$ cat src/rtl/ysyx_23060136_wbu_pkg.sv
// Shared types for the ysyx_23060136 write-back stage.
//   wbu_state_e : stage FSM states
//   load_size_t : one-hot load size flags from the memory stage
//   wb_entry_t  : one retiring instruction as held by the stage
package ysyx_23060136_wbu_pkg;

    localparam int unsigned BITS_W = 64;
    localparam int unsigned INST_W = 32;
    localparam int unsigned GPR_W  = 5;
    localparam int unsigned CSR_W  = 4;

    localparam logic [BITS_W-1:0] MCAUSE_ECALL_M = BITS_W'(11);

    typedef enum logic [1:0] {
        ST_IDLE  = 2'd0,
        ST_WRITE = 2'd1,
        ST_HALT  = 2'd2
    } wbu_state_e;

    typedef struct packed {
        logic byte_s;
        logic half_s;
        logic word_s;
        logic dword;
        logic byte_u;
        logic half_u;
        logic word_u;
    } load_size_t;

    typedef struct packed {
        logic [BITS_W-1:0] pc;
        logic [INST_W-1:0] inst;
        logic              commit;
        logic [GPR_W-1:0]  rd;
        logic              write_gpr;
        logic              mem_to_reg;
        logic [BITS_W-1:0] alu_result;
        logic [BITS_W-1:0] mem_rdata;
        logic [BITS_W-1:0] csr_rs_data;
        logic [BITS_W-1:0] csr_wdata;
        load_size_t        size;
        logic              write_csr_1;
        logic              write_csr_2;
        logic [CSR_W-1:0]  csr_rd_1;
        logic [CSR_W-1:0]  csr_rd_2;
        logic              csrrs;
        logic              csrrw;
        logic              ecall;
        logic              system_halt;
    } wb_entry_t;

endpackage

$ cat src/rtl/ysyx_23060136_WBU_LOAD_EXT.sv
// Combinational load extension of right-aligned memory read data.
//   size  : one-hot load size
//   rdata : raw read data, value in the low bits
//   data  : sign/zero-extended result
//   hit   : a size flag was set (data is meaningful)
module ysyx_23060136_WBU_LOAD_EXT
    import ysyx_23060136_wbu_pkg::*;
(
    input  load_size_t        size,
    input  logic [BITS_W-1:0] rdata,
    output logic [BITS_W-1:0] data,
    output logic              hit
);

    always_comb begin
        data = '0;
        hit  = 1'b1;
        if (size.byte_s) begin
            data = {{(BITS_W-8){rdata[7]}}, rdata[7:0]};
        end else if (size.half_s) begin
            data = {{(BITS_W-16){rdata[15]}}, rdata[15:0]};
        end else if (size.word_s) begin
            data = {{(BITS_W-32){rdata[31]}}, rdata[31:0]};
        end else if (size.dword) begin
            data = rdata;
        end else if (size.byte_u) begin
            data = BITS_W'(rdata[7:0]);
        end else if (size.half_u) begin
            data = BITS_W'(rdata[15:0]);
        end else if (size.word_u) begin
            data = BITS_W'(rdata[31:0]);
        end else begin
            hit = 1'b0;
        end
    end

endmodule

$ cat src/rtl/ysyx_23060136_wbu_top.sv
// Write-back stage: holds one retiring instruction, drives the GPR and
// dual CSR write ports, the commit pulse, retire counter and sticky halt.
//   MEM_o_*  : entry from the memory stage (valid/ready handshake)
//   WB_o_*   : register-file write ports and retire status
//   rst      : asynchronous, active-low
module ysyx_23060136_wbu_top
    import ysyx_23060136_wbu_pkg::*;
(
    input  logic              clk,
    input  logic              rst,
    input  logic              MEM_o_valid,
    output logic              WBU_o_ready,
    input  logic [BITS_W-1:0] MEM_o_pc,
    input  logic [INST_W-1:0] MEM_o_inst,
    input  logic              MEM_o_commit,
    input  logic [GPR_W-1:0]  MEM_o_rd,
    input  logic              MEM_o_write_gpr,
    input  logic              MEM_o_mem_to_reg,
    input  logic [BITS_W-1:0] MEM_o_alu_result,
    input  logic [BITS_W-1:0] MEM_o_mem_rdata,
    input  logic [BITS_W-1:0] MEM_o_csr_rs_data,
    input  logic [BITS_W-1:0] MEM_o_csr_wdata,
    input  logic              MEM_o_mem_byte,
    input  logic              MEM_o_mem_half,
    input  logic              MEM_o_mem_word,
    input  logic              MEM_o_mem_dword,
    input  logic              MEM_o_mem_byte_u,
    input  logic              MEM_o_mem_half_u,
    input  logic              MEM_o_mem_word_u,
    input  logic              MEM_o_write_csr_1,
    input  logic              MEM_o_write_csr_2,
    input  logic [CSR_W-1:0]  MEM_o_csr_rd_1,
    input  logic [CSR_W-1:0]  MEM_o_csr_rd_2,
    input  logic              MEM_o_rv64_csrrs,
    input  logic              MEM_o_rv64_csrrw,
    input  logic              MEM_o_rv64_ecall,
    input  logic              MEM_o_system_halt,
    output logic [GPR_W-1:0]  WB_o_rd,
    output logic              WB_o_RegWr,
    output logic [BITS_W-1:0] WB_o_rf_busW,
    output logic [CSR_W-1:0]  WB_o_csr_rd_1,
    output logic [CSR_W-1:0]  WB_o_csr_rd_2,
    output logic              WB_o_CSRWr_1,
    output logic              WB_o_CSRWr_2,
    output logic [BITS_W-1:0] WB_o_csr_busW_1,
    output logic [BITS_W-1:0] WB_o_csr_busW_2,
    output logic              WB_o_commit,
    output logic [BITS_W-1:0] WB_o_pc,
    output logic [INST_W-1:0] WB_o_inst,
    output logic [63:0]       WB_o_retire_cnt,
    output logic              WB_o_halt
);

    wbu_state_e        state_q, state_d;
    wb_entry_t         entry_q, entry_in;
    logic              accept;
    logic [63:0]       retire_cnt_q;
    logic [BITS_W-1:0] load_data;
    logic              load_hit;

    assign entry_in = '{
        pc:          MEM_o_pc,
        inst:        MEM_o_inst,
        commit:      MEM_o_commit,
        rd:          MEM_o_rd,
        write_gpr:   MEM_o_write_gpr,
        mem_to_reg:  MEM_o_mem_to_reg,
        alu_result:  MEM_o_alu_result,
        mem_rdata:   MEM_o_mem_rdata,
        csr_rs_data: MEM_o_csr_rs_data,
        csr_wdata:   MEM_o_csr_wdata,
        size:        '{byte_s: MEM_o_mem_byte,   half_s: MEM_o_mem_half,
                       word_s: MEM_o_mem_word,   dword:  MEM_o_mem_dword,
                       byte_u: MEM_o_mem_byte_u, half_u: MEM_o_mem_half_u,
                       word_u: MEM_o_mem_word_u},
        write_csr_1: MEM_o_write_csr_1,
        write_csr_2: MEM_o_write_csr_2,
        csr_rd_1:    MEM_o_csr_rd_1,
        csr_rd_2:    MEM_o_csr_rd_2,
        csrrs:       MEM_o_rv64_csrrs,
        csrrw:       MEM_o_rv64_csrrw,
        ecall:       MEM_o_rv64_ecall,
        system_halt: MEM_o_system_halt
    };

    assign WBU_o_ready = (state_q != ST_HALT);
    assign accept      = MEM_o_valid & WBU_o_ready;

    // State register
    always_ff @(posedge clk or negedge rst) begin
        if (!rst) begin
            state_q <= ST_IDLE;
        end else begin
            state_q <= state_d;
        end
    end

    // Next state and write strobes
    always_comb begin
        state_d      = state_q;
        WB_o_RegWr   = 1'b0;
        WB_o_CSRWr_1 = 1'b0;
        WB_o_CSRWr_2 = 1'b0;
        WB_o_commit  = 1'b0;
        case (state_q)
            ST_IDLE: begin
                if (accept) state_d = ST_WRITE;
            end
            ST_WRITE: begin
                WB_o_RegWr   = entry_q.write_gpr & (entry_q.rd != '0);
                WB_o_CSRWr_1 = entry_q.write_csr_1;
                WB_o_CSRWr_2 = entry_q.write_csr_2;
                WB_o_commit  = entry_q.commit;
                if (entry_q.system_halt) state_d = ST_HALT;
                else if (accept)         state_d = ST_WRITE;
                else                     state_d = ST_IDLE;
            end
            ST_HALT: begin
                state_d = ST_HALT;
            end
            default: begin
                state_d = ST_IDLE;
            end
        endcase
    end

    // Entry register
    always_ff @(posedge clk or negedge rst) begin
        if (!rst) begin
            entry_q <= '0;
        end else if (accept) begin
            entry_q <= entry_in;
        end
    end

    // Count each entry as it enters WRITE, so the value seen alongside its
    // commit pulse already includes it; an entry dropped by halting never counts.
    always_ff @(posedge clk or negedge rst) begin
        if (!rst) begin
            retire_cnt_q <= '0;
        end else if (state_d == ST_WRITE && MEM_o_commit) begin
            retire_cnt_q <= retire_cnt_q + 64'd1;
        end
    end

    ysyx_23060136_WBU_LOAD_EXT u_load_ext (
        .size  (entry_q.size),
        .rdata (entry_q.mem_rdata),
        .data  (load_data),
        .hit   (load_hit)
    );

    // GPR and CSR write data from the held entry
    always_comb begin
        WB_o_rf_busW    = entry_q.alu_result;
        WB_o_csr_busW_1 = '0;
        WB_o_csr_busW_2 = '0;
        if (entry_q.mem_to_reg) begin
            if (load_hit) WB_o_rf_busW = load_data;
        end else if (entry_q.csrrs | entry_q.csrrw) begin
            WB_o_rf_busW = entry_q.csr_rs_data;
        end
        if (entry_q.ecall) begin
            WB_o_csr_busW_1 = entry_q.pc;
            WB_o_csr_busW_2 = MCAUSE_ECALL_M;
        end else if (entry_q.csrrs | entry_q.csrrw) begin
            WB_o_csr_busW_1 = entry_q.csr_wdata;
        end
    end

    assign WB_o_rd         = entry_q.rd;
    assign WB_o_csr_rd_1   = entry_q.csr_rd_1;
    assign WB_o_csr_rd_2   = entry_q.csr_rd_2;
    assign WB_o_pc         = entry_q.pc;
    assign WB_o_inst       = entry_q.inst;
    assign WB_o_retire_cnt = retire_cnt_q;
    assign WB_o_halt       = (state_q == ST_HALT);

endmodule

$ cat config.mk
export PLATFORM = sky130hd
export DESIGN_NAME = ysyx_23060136_wbu_top
export DESIGN_NICKNAME = d
export VERILOG_FILES = /design/src/rtl/ysyx_23060136_wbu_pkg.sv /design/src/rtl/ysyx_23060136_WBU_LOAD_EXT.sv /design/src/rtl/ysyx_23060136_wbu_top.sv
export SDC_FILE = /design/constraint.sdc
export NUM_CORES = 1
export LEC_CHECK = 0
export BUFFER_PORTS_ARGS = -buffer_cell sky130_fd_sc_hd__buf_2
export CAP_MARGIN = 30
export CORE_AREA = 2 2 295 297
export CTS_CLUSTER_DIAMETER = 60
export DETAILED_ROUTE_END_ITERATION = 8
export DIE_AREA = 0 0 297 299
export GPL_TIMING_DRIVEN = 0
export SLEW_MARGIN = 10
export SYNTH_ARGS = -nofsm -noshare
export SYNTH_HDL_FRONTEND = slang
export SYNTH_SLANG_ARGS = --single-unit
$ cat constraint.sdc
create_clock -name clk -period 5.23 [get_ports clk]
set_input_delay 0.523 -clock clk [delete_from_list [all_inputs] [get_ports clk]]
set_output_delay 0.523 -clock clk [all_outputs]
set_load 0.05 [all_outputs]
==> run summary, run 1 <==
DIE HEIGHT = 299 um
Worst-path clk slew = 0.06 ns
Drt first pass iters = 5
Initial Util = 0.257
EDFF count, synth = 0
Clock root cell = clkbuf_16
P_leak = 0.0139 uW
Pwr/cell area = 618 mW/mm^2
Final #Nets = 3180
Worst VDD drop = 0.506 mV
IO buf count = 693
Fillers = 8881
Antenna violation net count after detailed routing = 0
Site Rows = 108
R2r endpoint = WB_o_inst[1]
Max FO, Critical Path = 10
Worst path cell trace = buf_2, nor3_1, and2_1, clkbuf_1, a21oi_1, clkbuf_1, o21ai_0, a31oi_1, buf_2
Die footprint = 0.0888 mm^2
Post-synth cell types = 43
Avg Vias per Cell = 4.50
Final Worst Setup Slack = 0.818 ns
Detail Placement HPWL = 65.5 mm
Clock Skew = 0.0144 ns
WP depth = 9
Fin. Hold Viols = 0
Top Family by Delay on Critical Path = compound AO/OA/AOI/OAI gates
Main synth FF type = dfrtp_1
Commonest cells after routing, fill and taps aside = buf_2, dfrtp_1, mux2_2
CTS sink count = 447
Worst-case clock buffer depth = 3
Num CTS Buffers = 58
Fin crit share = 0.844
Congestion Overflow GR = 0
First-pass GRT wire length = 122 mm
Initial antenna violation count = 31
Minimum clock period = 4.41 ns
End of the critical path = WB_o_rf_busW[38]
Post-route cell area = 0.0295 mm^2
Vias in the first global route = 18300
Final setup fails = 0
Seq/Total Area, Yosys = 0.507
WP data arrival = 3.89 ns
Start point of the critical path = entry_q[19]
Residual DRC count = 0
Routability cong. = 0.903
Largest net degree at the start of global routing = 108
Syn avg cell area = 11.2 um^2
Worst path slowest cell = a21oi_1
CTS Hold Bufs = 1
RSZ-0062 raised after global routing = no
Ports = 755
H-tree lvl count = 2
DIE WIDTH = 297 um
Share of layout cells above drive strength 1 = 0.500
DP Cell Count = 3889
Initial DRC Count = 881
CP required = 4.71 ns
Synth Area in Simple Gates = 0.103
Routed via count = 18000
Sequential Area = 0.0112 mm^2
Clk_lat worst skew = 0.60 ns
Seq cells post-synth = 447
Slew headroom = 0.367
Asr flop ratio synth = 1.00
Final hold slack = 0.139 ns
Tightest Pin Transition = 0.949 ns
Post-synthesis compound-gate area fraction = 0.0761
Finished Layout Cells = 4008
GR Util All Layers = 0.183
Post-Synth Adder-Cell Area = 0.000567
Fmax = 227 MHz
Setup crit start kind = flip-flop
Post-DP Area = 0.0274 mm^2
Routed wire length = 84.5 mm
Core ar. = 0.0859 mm^2
Max-slew violations = 0
Crit end category = output pin
Crit-path max cell delay = 0.79 ns
Reg-to-reg startpoint = state_q[0]
Status = finished clean
Xor-xnor portion of the synthesized cell area = 0.0250
Placement Setup Slack = 1.40 ns
Post-synthesis cell area = 0.0221 mm^2
P&R area growth vs syn = 33.6%
R2R cell count = 6
PostCTS Resize Cnt = 0
R2r setup slk = 1.94 ns
Setup CP Type = reg -> out
Worst min path class = in -> reg
Mux share of post-synthesis cell area = 0.202
Mapped Cells = 1972
Critical path buffer and inverter count = 4
CTS tree = yes
Setup repair bufs after CTS = 0
MaxCap Viol Count = 0
Routed wire per std cell = 21.1 um
Synth warn = 0
Footprint of the multi-input gates = 0.00922 mm^2
Combinational family with the most area after synthesis = multiplexers
Most common cell after layout, fill and taps aside = buf_2
## power by group
| group | switching [uW] | internal, uW | total [uW] |
|---|---|---|---|
| clock network | 1660 | 2570 | 4230 |
| logic | 6150 | 2700 | 8850 |
| registers | 686 | 4460 | 5140 |
| total | 8500 | 9720 | 18200 |
## registers in the layout, summed over array words and instances, names as in the netlist
name             flops
WB_o_csr_rd_2        4
WB_o_rd              5
WB_o_retire_cnt     64
entry_q            272
WB_o_inst           32
state_q              2
WB_o_pc             64
WB_o_csr_rd_1        4
## routing by layer
metal / global-route usage / part of all wire
met5: 0 / 0.0023
met4: 0.0643 / 0.033
met2: 0.314 / 0.49
met3: 0.0605 / 0.084
met1: 0.214 / 0.39
## logic make-up (layout without fill, tap and decap cells)
| kind of cell | count (synthesis) | after routing |
|---|---|---|
| xor gates and xnor gates | 63 | 63 |
| muxes | 398 | 398 |
| DFF | 447 | 447 |
| AOI/OAI and AO/OA | 293 | 293 |
| adders and majority gates | 1 | 1 |
| and+or+nand+nor | 458 | 458 |
| buffers and inverters | 311 | 1121 |
| other | 1 | 72 |
## stage by stage
stage	util	power (uW)	TNS [ns]
5_1_grt	0.343	19100	0
4_1_cts	0.342	18400	0
2_1_floorplan	-	11400	0
3_5_place_dp	0.319	14100	0
3_3_place_gp	0.316	14000	-2732.10
6_report	0.343	18200	0
## worst register-to-register path: cells and delay by family, from the launching register on
kind / cells / cell delay (ns)
muxes: 1 / 0.41
buffers and inverters: 3 / 1.79
DFF: 1 / 0.37
and+or+nand+nor: 2 / 0.61
## cell usage after synthesis (11+ instances only)
master      n  area, um^2
dfrtp_1   447       11200
mux2_2    382        4300
nand2_1   252         946
buf_4     173        1300
o21ai_0   136         681
clkbuf_1   80         300
and2_1     74         463
a21oi_1    50         250
a211oi_1   48         360
buf_2      43         215
a31oi_1    40         250
xor2_1     35         307
xnor2_1    28         245
nand3_1    26         130
nor2_1     25        93.8
mux2i_1    16         160
nor3_1     16        80.1
inv_1      13        48.8
nand4_1    11        68.8
## worst min path at each step
stage	start	to	slack, ns	cells after the start
finish	MEM_o_csr_wdata[3]	entry_q[24]	0.14	2
CTS	MEM_o_alu_result[42]	entry_q[255]	0.09	2
global placement	WB_o_retire_cnt[63]	WB_o_retire_cnt[63]	0.46	1
floorplan	rst	WB_o_csr_rd_1[0]	0.23	0
detailed placement	rst	entry_q[200]	0.46	1
global route	MEM_o_inst[7]	WB_o_inst[7]	0.1	2
## cell type report
type	count	share of cell area
flip-flops and latches	447	0.380
multi-input cells	1274	0.313
repair buffers	703	0.124
plain buffers	298	0.0624
clock buffers	76	0.0543
well taps	1155	0.0491
clock inverters	31	0.0148
inverters	13	0.00166
diodes	11	0.000934
Power figures use the tool's default switching activity.
==> run 2: changes to the inputs <==
--- a/config.mk
+++ b/config.mk
@@ -5,12 +5,13 @@
 export SDC_FILE = /design/constraint.sdc
 export NUM_CORES = 1
 export LEC_CHECK = 0
+export ABC_AREA = 1
 export BUFFER_PORTS_ARGS = -buffer_cell sky130_fd_sc_hd__buf_2
 export CAP_MARGIN = 30
-export CORE_AREA = 2 2 295 297
+export CORE_AREA = 2 2 293 295
 export CTS_CLUSTER_DIAMETER = 60
 export DETAILED_ROUTE_END_ITERATION = 8
-export DIE_AREA = 0 0 297 299
+export DIE_AREA = 0 0 295 297
 export GPL_TIMING_DRIVEN = 0
 export SLEW_MARGIN = 10
 export SYNTH_ARGS = -nofsm -noshare
==> constraint.sdc (replaced) <==
create_clock -name clk -period 4.15 [get_ports clk]
set_input_delay 0.415 -clock clk [delete_from_list [all_inputs] [get_ports clk]]
set_output_delay 0.415 -clock clk [all_outputs]
set_load 0.05 [all_outputs]
==> run summary, run 2 <==
MaxCap Viol Count = 0 (unchanged)
Seq cells post-synth = 447 (unchanged)
Reg-to-reg startpoint = state_q[0]
Routed wire per std cell = 19.4 um (-8.0%)
IO buf count = 693 (unchanged)
Slew headroom = 0.398 (+0.0309)
Congestion Overflow GR = 0 (unchanged)
Avg Vias per Cell = 4.45 (-0.95%)
Clk_lat worst skew = 0.62 ns (+0.02 ns)
P_leak = 0.0161 uW (+16%)
Top-count cell post-synth = nand2_1
Worst path cell trace = nor2_4, buf_4, buf_4, clkbuf_1, buf_8, o211ai_1, nand2_1, buf_2
Initial Util = 0.273 (+0.0166)
Hold Path End = WB_o_csr_rd_1[0]
WP data arrival = 3.26 ns (-0.63 ns)
Fin. Hold Viols = 0 (unchanged)
Placement Setup Slack = 0.609 ns (-0.790 ns)
R2r endpoint = entry_q[237]
Setup crit start kind = flip-flop
CTS sink count = 447 (unchanged)
Post-synth cell types = 38 (-12%)
Asr flop ratio synth = 1.00 (unchanged)
Final Worst Setup Slack = 0.475 ns (-0.343 ns)
Clock root cell = clkbuf_16
CTS tree = yes
Status = finished clean
Seq/Total Area, Yosys = 0.485 (-0.0225)
Worst VDD drop = 0.493 mV (-2.6%)
Synth warn = 0 (unchanged)
Clock Skew = 0.0193 ns (+0.00493 ns)
Core ar. = 0.0845 mm^2 (-1.7%)
Minimum clock period = 3.68 ns
Num CTS Buffers = 58 (unchanged)
R2r setup slk = 1.65 ns (-0.29 ns)
Post-synthesis cell area = 0.0231 mm^2 (+4.6%)
Worst hold stages = 2 (unchanged)
Top Family by Delay on Critical Path = buffers and inverters
Final hold slack = 0.0372 ns (-0.102 ns)
Syn avg cell area = 9.28 um^2 (-17%)
Routed wire length = 92.6 mm (+9.6%)
Top cell by count, worst path = buf_4
First-pass GRT wire length = 137 mm (+12%)
CP required = 3.73 ns (-0.98 ns)
Max FFs per register = 272 (unchanged)
Commonest cells after routing, fill and taps aside = buf_2, nand2_1, dfrtp_1
Fin crit share = 0.886
Final #Nets = 3966 (+25%)
Top Layer Used = met5
Antenna violation net count after detailed routing = 0 (unchanged)
Die footprint = 0.0876 mm^2 (-1.3%)
Finished Layout Cells = 4776 (+19%)
Residual DRC count = 0 (unchanged)
Share of layout cells above drive strength 1 = 0.367 (-0.134)
Synth top area share = 0.485 (-0.0225)
EDFF count, synth = 0 (unchanged)
Worst-path clk slew = 0.06 ns (about the same)
Reg with most FFs = entry_q
Setup repair bufs after CTS = 0 (unchanged)
Hold Startpoint = MEM_o_csr_rd_1[0]
Routability cong. = 0.892 (-1.2%)
Largest net degree at the start of global routing = 104 (-3.7%)
Mapped Cells = 2487 (+26%)
Vias in the first global route = 21900 (+19%)
Initial DRC Count = 942 (+6.9%)
DP Cell Count = 4391 (+13%)
Final setup fails = 0 (unchanged)
GR Util All Layers = 0.206 (+0.0222)
Routed via count = 21300 (+18%)
Ports = 755 (unchanged)
Site Rows = 107 (-0.93%)
Detail Placement HPWL = 70.6 mm (+7.8%)
Critical path buffer and inverter count = 5 (+1)
Setup_tns = 0 ns (unchanged)
Initial antenna violation count = 10 (-68%)
Setup CP Type = reg -> out
Fmax = 272 MHz
Worst path slowest cell = clkbuf_1
Max-slew violations = 0 (unchanged)
H-tree lvl count = 2 (unchanged)
Dominant cell type by area after synthesis = dfrtp_1
Pwr/cell area = 711 mW/mm^2 (+15%)
Tightest Pin Transition = 0.902 ns (-0.0463 ns)
P&R area growth vs syn = 43.9%
Drt first pass iters = 5 (unchanged)
R2R cell count = 7 (+1)
Main synth FF type = dfrtp_1
Wire length on met1 = 38.6 mm (+17%)
Met3 WL = 5.92 mm (-16%)
Top post-synthesis cells by area = dfrtp_1, mux2_2, nand2_1
Overall Power = 23600 uW (+30%)
Worst-case clock buffer depth = 3 (unchanged)
Most common cell after layout, fill and taps aside = buf_2
DIE HEIGHT = 297 um (-0.67%)
Crit end category = output pin
DIE WIDTH = 295 um (-0.67%)
WL met2 = 45.0 mm (+8.6%)
Crit-path max cell delay = 0.46 ns (-0.33 ns)
Synth top cells by count = nand2_1, dfrtp_1, mux2_2, nor2_1, o21ai_0
Max FO, Critical Path = 10 (unchanged)
Worst min path class = in -> reg
Fillers = 8437 (-5.0%)
RSZ-0062 raised after global routing = no
==> run 2: cell types whose count changed after synthesis, sizes merged, moves of 25 or more <==
cell / delta
nand2: +295
nor2: +200
a21oi: +124
inv: +120
mux2: -81
and2: -73
o21ai: +53
a211oi: -48
a31oi: -40
buf: +25
==> run 2: kinds of logic (layout without fill, tap and decap cells) <==
| group | after synthesis | after routing | synth area share |
|---|---|---|---|
| multiplexers | 301 | 301 | 0.147 |
| flip-flops | 447 | 447 | 0.485 |
| AO/OA/AOI/OAI | 399 | 399 | 0.0892 |
| buffers and inverters | 441 | 1523 | 0.110 |
| other | 1 | 64 | 0.000162 |
| adder cells (fa/ha/maj) | 1 | 1 | 0.000542 |
| XOR/XNOR | 46 | 46 | 0.0175 |
| AND/OR/NAND/NOR | 851 | 851 | 0.151 |
==> run 2: timing repair <==
item / 4_1_cts / 5_1_grt
setup endpoints to repair: 4 / 2
hold buffers: 274 / 0
gates resized for setup: 1 / 1
hold endpoints to repair: 354 / 0
pin swaps: 0 / 0
==> run 2: cell type report <==
class,instances,area (um^2),area share
buffer,308,2040,0.0615
clock inverter,27,395,0.0119
tap,1144,1430,0.0431
sequential,447,11200,0.337
multi-input combinational,1659,9590,0.289
antenna,3,7.51,0.000226
timing repair buffer,974,6380,0.192
inverter,133,499,0.0150
clock buffer,81,1690,0.0508
==> run 2: metal layers <==
metal / track usage / vias up
li1: - / 10100
met1: 0.254 / 10200
met2: 0.354 / 734
met3: 0.0436 / 180
met4: 0.0684 / 8
met5: 0 / -
==> run 2: worst max path at each step <==
stage	start	to	slack [ns]	cells past startpoint
final	entry_q[2]	WB_o_rf_busW[18]	0.47	8
after global routing	entry_q[2]	WB_o_rf_busW[16]	0.24	8
after CTS	entry_q[2]	WB_o_rf_busW[18]	0.01	8
after detailed placement	entry_q[2]	WB_o_rf_busW[32]	0.61	6
after global placement	rst	entry_q[194]	-7.10	1
after floorplan	entry_q[2]	WB_o_rf_busW[57]	1.56	5
==> run 2: where the power goes <==
group          switching, uW  internal (uW)  leakage, uW
Combinational           8350           3460      0.00980
Clock                   2130           3300      0.00102
Sequential               768           5620      0.00529
Total                  11200          12400       0.0161
==> run 2: through the flow <==
stage / cell area (um^2) / utilization
floorplan: 23300 / -
global placement: 28200 / 0.334
detailed placement: 28400 / 0.336
CTS: 33200 / 0.393
global route: 33200 / 0.393
finish: 33200 / 0.393
